===== src/rtl/stream_frame_arbiter.sv =====
// Frame-aware 2:1 pixel stream arbiter: switches source only between frames, counts frames, flags malformed ones.
// Optional build macro STREAM_ARB_FLUSH_INACTIVE_EN: non-granted source is held ready and its beats dropped.
module stream_frame_arbiter #(
  parameter int DATA_WIDTH   = 12,
  parameter int FRAME_PIXELS = 76800,
  parameter int CNT_W        = 17
) (
  input  logic                  clk,
  input  logic                  reset,
  input  logic                  src_sel,
  input  logic [DATA_WIDTH-1:0] s0_data,
  input  logic                  s0_sop,
  input  logic                  s0_eop,
  input  logic                  s0_valid,
  output logic                  s0_ready,
  input  logic [DATA_WIDTH-1:0] s1_data,
  input  logic                  s1_sop,
  input  logic                  s1_eop,
  input  logic                  s1_valid,
  output logic                  s1_ready,
  output logic [DATA_WIDTH-1:0] data_out,
  output logic                  sop_out,
  output logic                  eop_out,
  output logic                  valid_out,
  input  logic                  ready_in,
  output logic                  active_src,
  output logic [15:0]           frame_count,
  output logic                  frame_err
);

  typedef enum logic {IDLE, STREAM} state_t;

  localparam logic [CNT_W:0] FRAME_PIX_C   = (CNT_W+1)'(FRAME_PIXELS);
  localparam logic           ONE_PIX_FRAME = (FRAME_PIXELS == 1);

`ifdef STREAM_ARB_FLUSH_INACTIVE_EN
  localparam logic OTHER_READY = 1'b1;
`else
  localparam logic OTHER_READY = 1'b0;
`endif

  state_t           state_q, state_d;
  logic             active_src_q, active_src_d;
  logic [CNT_W-1:0] pix_cnt_q, pix_cnt_d;
  logic [15:0]      frame_count_q, frame_count_d;
  logic             frame_err_q, frame_err_d;

  logic                  g_sop, g_eop, g_valid, g_ready, g_vout, accept;
  logic [DATA_WIDTH-1:0] g_data;

  always_comb begin
    g_data  = active_src_q ? s1_data  : s0_data;
    g_sop   = active_src_q ? s1_sop   : s0_sop;
    g_eop   = active_src_q ? s1_eop   : s0_eop;
    g_valid = active_src_q ? s1_valid : s0_valid;

    state_d       = state_q;
    active_src_d  = active_src_q;
    pix_cnt_d     = pix_cnt_q;
    frame_count_d = frame_count_q;
    frame_err_d   = 1'b0;
    g_ready       = ready_in;
    g_vout        = g_valid;
    accept        = 1'b0;

    case (state_q)
      IDLE: begin
        // Beats before a sop are the tail of a frame we joined late: swallow them.
        if (!g_sop) begin
          g_ready = 1'b1;
          g_vout  = 1'b0;
        end
        accept       = g_valid && g_ready;
        active_src_d = src_sel;
        if (accept && g_sop) begin
          if (g_eop) begin
            frame_count_d = frame_count_q + 16'd1;
            frame_err_d   = !ONE_PIX_FRAME;
          end else begin
            // Keep the grant that carried this sop so the frame is never spliced.
            active_src_d = active_src_q;
            pix_cnt_d    = CNT_W'(1);
            state_d      = STREAM;
          end
        end
      end
      STREAM: begin
        accept = g_valid && g_ready;
        if (accept) begin
          if (g_sop) begin
            if (g_eop) begin
              frame_count_d = frame_count_q + 16'd1;
              frame_err_d   = !ONE_PIX_FRAME;
              state_d       = IDLE;
            end else begin
              frame_err_d = 1'b1;
              pix_cnt_d   = CNT_W'(1);
            end
          end else if (g_eop) begin
            frame_count_d = frame_count_q + 16'd1;
            frame_err_d   = (({1'b0, pix_cnt_q} + (CNT_W+1)'(1)) != FRAME_PIX_C);
            state_d       = IDLE;
          end else if (pix_cnt_q != {CNT_W{1'b1}}) begin
            pix_cnt_d = pix_cnt_q + CNT_W'(1);
          end
        end
      end
      default: state_d = IDLE;
    endcase
  end

  always_ff @(posedge clk) begin
    if (!reset) begin
      state_q       <= IDLE;
      active_src_q  <= 1'b0;
      pix_cnt_q     <= '0;
      frame_count_q <= '0;
      frame_err_q   <= 1'b0;
    end else begin
      state_q       <= state_d;
      active_src_q  <= active_src_d;
      pix_cnt_q     <= pix_cnt_d;
      frame_count_q <= frame_count_d;
      frame_err_q   <= frame_err_d;
    end
  end

  assign data_out    = g_data;
  assign sop_out     = g_sop;
  assign eop_out     = g_eop;
  assign valid_out   = g_vout && reset;
  assign s0_ready    = active_src_q ? OTHER_READY : g_ready;
  assign s1_ready    = active_src_q ? g_ready : OTHER_READY;
  assign active_src  = active_src_q;
  assign frame_count = frame_count_q;
  assign frame_err   = frame_err_q;

endmodule


===== config.mk =====
export PLATFORM = sky130hd
export DESIGN_NAME = stream_frame_arbiter
export DESIGN_NICKNAME = d
export VERILOG_FILES = /design/src/rtl/stream_frame_arbiter.sv
export SDC_FILE = /design/constraint.sdc
export NUM_CORES = 1
export LEC_CHECK = 0
export CAP_MARGIN = 40
export CORE_MARGIN = 1.5
export CORE_UTILIZATION = 47
export CTS_BUF_LIST = sky130_fd_sc_hd__clkbuf_8
export CTS_CLUSTER_SIZE = 25
export DETAILED_ROUTE_END_ITERATION = 6
export GPL_ROUTABILITY_DRIVEN = 0
export PLACE_DENSITY = 0.81
export SETUP_SLACK_MARGIN = 0.3
export SYNTH_ARGS = -nofsm -noshare
export SYNTH_HDL_FRONTEND = slang
export SYNTH_SLANG_ARGS = --single-unit

===== constraint.sdc =====
create_clock -name clk -period 3.4 [get_ports clk]
set_clock_uncertainty 0.15 [all_clocks]
set_input_delay 0.34 -clock clk [delete_from_list [all_inputs] [get_ports clk]]
set_output_delay 0.34 -clock clk [all_outputs]
set_load 0.005 [all_outputs]

* Yosys cells after proc, flatten, opt, wreduce, memory -nomap -nowiden
Cells that the tools add are included.
** Cells by class
- Bitwise gates (word level) :: 1
- Reduce and logical (&&, ||, !) cells :: 7
- Muxes and demuxes :: 34
- Eq/ne operators :: 7
- Add/subtract/negate cells :: 3
** Operators with widths (number)
- 17-bit two-way mux :: 6
- 16-bit two-way mux :: 3
- 17-bit case mux with 2 select lines :: 1
- 16-bit case mux with 2 select lines :: 1
- 1-bit two-way mux :: 20
- 17-bit by 1-bit adder with 18-bit output (second input constant) :: 1
- 18-bit by 17-bit inequality test with 1-bit output (second input constant) :: 1
- 17-bit by 1-bit adder with 17-bit output (second input constant) :: 1
- 17-bit inequality test (second input constant) :: 1
- 16-bit by 1-bit adder with 16-bit output (second input constant) :: 1
- 12-bit two-way mux :: 1
- 1-bit logical AND :: 4
- 2-bit inequality test (second input constant) :: 2
- 1-bit case mux with 2 select lines :: 2
- 2-bit AND reduction :: 2
- 4-bit AND reduction :: 1
- 3-bit by 2-bit inequality test with 1-bit output (second input constant) :: 1
- 3-bit inequality test (second input constant) :: 1
- 2-bit by 1-bit inequality test with 1-bit output (second input constant) :: 1
- 1-bit inverter :: 1
** Word-level totals
- Logic and storage cells :: 57
- Output and inout port bits :: 35
- Register bits after elaboration :: 36

* Logic depth before layout (Yosys ltp)
- Word-level depth :: 7
- Mapped depth :: 11
- Mapped depth without buffers :: 10

* Worst setup path after synthesis
No wires, ideal clock.
- Path kind :: register to register
- From :: register pix_cnt_q[0]
- To :: register pix_cnt_q[12]
- Arrival :: 2560 ps
- Library setup time :: 132 ps
- Cell stages (with the launch flop) :: 12
- Path buffers :: 1
- Setup slack :: 558 ps
- Path through :: dfxtp_1 ha_1 nand3_1 nor3_1 and4_1 ha_1 nand2b_1 a2111o_1 clkbuf_1 a21oi_1 o21ai_0 a21oi_1
** On the way
- Cells in the longest elaborated chain, start to end :: 6
- Elaborated cells between the ends (all ways) :: 9
** Ends and longest elaborated chain
- start, declared :: RTL line 44 : logic [CNT_W-1:0] pix_cnt_q, pix_cnt_d;
- start signal, assigned :: RTL line 122 : pix_cnt_q <= pix_cnt_d;
- 17-bit by 1-bit adder with 17-bit output :: RTL line 104 : pix_cnt_d = pix_cnt_q + CNT_W'(1);
- 17-bit two-way mux :: RTL line 103 : end else if (pix_cnt_q != {CNT_W{1'b1}}) begin
- 17-bit two-way mux :: RTL line 99 : end else if (g_eop) begin
- 17-bit two-way mux :: RTL line 90 : if (g_sop) begin
- 17-bit two-way mux :: RTL line 89 : if (accept) begin
- 17-bit case mux with 2 select lines :: RTL line 66 : case (state_q)
Several ways; a longest one is shown, not always the timed one. The select of a mux whose other input is x is not followed.
A chain may end at the register's enable or synchronous reset.

* Final worst setup path
- From :: register pix_cnt_q[0]
- To :: register pix_cnt_q[15]
Same word-level chain as after synthesis.

==> impl_metrics.ini <==
[timing]
fin_tns_setup_ns = 0
worst_slew_pin_slew_ns = 0.514
final_hold_viol_count = 0
rsz0062_at_grt = false
period_share_pct = 87.4
fmax_mhz = 337
report.final.slew_viol_count = 0
setup_viol = 0
slew_headroom_pct = 65.4
setup_ws_ns = 0.429
period_needed_ns = 2.97

[clock_network]
cts_sinks = 36
cts.clk_slew.worst_paths_ns = 0.07
cts_root_buffer = clkbuf_8
numCtsBuffers = 5
cts_tree = done
insertion_delay_ns = 0.29
cts_max_path_buffers = 2
htree_levels = 2

[run]
cap_viol_max_count = 0

[synth]
synth_fa_ha_area_share_pct = 2.29
synth_area_leader_cell = dfxtp_1
synth_area_mm2 = 0.00218
syn-num-nets = 312
yosys.cell_types.count = 38
ys.flop_type = dfxtp_1
synthXorXnorAreaFrac_pct = 6.01
async_flop_share_pct = 0
synth_most_common_cell = dfxtp_1
synth_seq_cells = 36
synth_edf_count = 0
yosysWarnings = 0
syn_inst = 274
synth_simple_gate_area_share_pct = 27.0
syn_avg_cell_area_um2 = 7.97
synth_common_cells = dfxtp_1, a21oi_1, nor2_1, o21ai_0
synth_area_leaders = dfxtp_1, mux2_2, a21oi_1, nor2_1, xnor2_1
synth_compound_area_share_pct = 18.7
synth_top_family_by_area = simple AND/OR/NAND/NOR gates
synth_top_area_share_pct = 33.0
synth_mux_area_share_pct = 8.53
ys_seq_area_share_pct = 33.0

[worst_hold_path]
min_path_type = reg2reg
hold_depth = 2

[power]
p_leak_nw = 1.05
internal_power_uw = 772
p_comb_share_pct = 13.9
power.density_mw_per_mm2 = 318
clkPwrFrac_pct = 42.4
sw_frac_of_total_pct = 21.4
p_sw_uw = 210
seqPwrFrac_pct = 43.7
peakVddDrop_mv = 0.237

[routing]
wl_per_cell_um = 14.7
antenna_left = 0
drc = 0
vias = 2298
routed_via_density = 5.77
dr.pass1.iters = 6
drtIter0Drc = 171
finalWirelength_um = 5840

[place]
dp.final_hpwl_um = 4050
port_buffers = 68
place_ws_ns = 0.239

[global_route]
grt_antenna_before_repair = 0
grt_max_degree = 35
grt_pass1_vias = 2053
grt-ovfl-total = 0
grt_usage_pct = 22.2
grt_pass1_wl_um = 9110

[floorplanning]
dieHeight_um = 71.2
ioPinCount = 69
start_util_pct = 49.5
num_rows = 24
dieArea_mm2 = 0.00507
die_x_um = 71.2
core_area_mm2 = 0.00441

[critical_path]
cp-start-kind = flip-flop
endpoint_kind = flip-flop
cp.arrival_ns = 3.04
cp_max_fo = 12
critical_path_required_ns = 3.47
criticalPathCategory = reg2reg
r2r_cells = 10

[run_status]
status = finished clean

[finish]
finalNetCount = 383
insertedDiodeCount = 0
area_growth_pct = 41.2
drive_above_1_share_pct = 10.1
fillers = 371
==> cells in the final DEF, fill, tap and decap left out, drive strengths merged, types with 5 or more instances in the layout <==
cell / netlist / layout
buf: 0 / 11
a31oi: 6 / 6
nand3: 8 / 8
o21ai: 19 / 19
clkdlybuf4s50: 0 / 68
or3: 7 / 7
nor2: 27 / 27
nand2: 15 / 15
dfxtp: 36 / 36
and3: 5 / 5
nor3: 11 / 11
xnor2: 11 / 11
mux2: 13 / 13
clkbuf: 15 / 7
inv: 10 / 10
nand4: 8 / 8
a21oi: 27 / 27
nor4: 9 / 9
==> sequential cells by signal (all words and copies together), names as in the netlist <==
| register | flops |
|---|---|
| active_src | 1 |
| frame_err | 1 |
| frame_count | 16 |
| state_q | 1 |
| pix_cnt_q | 17 |
==> through the flow <==
stage	total power [mW]	instance area [um2]	hold WS (ns)	util, %	instances
global route	1.01	3080	0.380	69.9	398
finish	0.982	3080	0.360	69.9	398
detailed placement	0.576	2910	0.342	66.0	384
CTS	0.985	3040	0.354	68.8	392
global placement	0.573	2910	0.333	66.0	384
floorplan	0.488	2180	0.313	-	274
==> cell type report <==
class                   instances  area, um2  area share (%)
repair buffers                 79        763            24.7
well taps                      52       65.1            2.11
clock buffers                   7       96.3            3.12
inverters                      11       41.3            1.34
flip-flops and latches         36        721            23.4
clock inverters                 1       30.0           0.974
multi-input cells             212       1370            44.3
==> layer usage <==
metal | vias to the layer above | global-route usage, % | routed length, um
met5 | - | 0 | 0
met1 | 1056 | 26.9 | 2530
met3 | 4 | 6.98 | 457
li1 | 1151 | - | -
met2 | 87 | 37.3 | 2800
met4 | 0 | 7.34 | 54
==> final timing paths <==
check                      start              to  slack (ns)
setup / recovery    pix_cnt_q[0]   pix_cnt_q[15]        0.43
hold / removal    frame_count[2]  frame_count[2]        0.36
setup reg to reg    pix_cnt_q[0]   pix_cnt_q[15]        0.43
hold reg to reg   frame_count[2]  frame_count[2]        0.36
==> power groups by stage <==
stage / Combinational (mW) / Clock, mW / Sequential [mW]
CTS: 0.137 / 0.419 / 0.429
floorplan: 0.0501 / 0 / 0.438
global placement: 0.135 / 0 / 0.438
global route: 0.147 / 0.433 / 0.429
detailed placement: 0.137 / 0 / 0.439
finish: 0.137 / 0.416 / 0.429
==> cells by family after synthesis <==
| group | Yosys count |
|---|---|
| multiplexers | 17 |
| AO/OA/AOI/OAI | 67 |
| adder cells (fa/ha/maj) | 4 |
| buffers and inverters | 26 |
| XOR/XNOR | 15 |
| flip-flops | 36 |
| AND/OR/NAND/NOR | 109 |
==> repair_timing <==
action | CTS | global route
gates resized for setup | 1 | 0
pin swaps | 1 | 2
hold buffers | 0 | 0
setup endpoints to repair | 15 | 16
setup buffers | 0 | 6
==> worst max-delay path, stage by stage, from the launching register on <==
cell and delay [ns]:
dfxtp_1 0.38, ha_1 0.28, nand3_1 0.12, nor3_1 0.06
buf_4 0.15, and4_1 0.19, ha_1 0.16, nand2b_1 0.18
a2111o_2 0.49, or4_1 0.55, a21oi_1 0.18
Note: power is estimated with default switching activity, not from simulation.
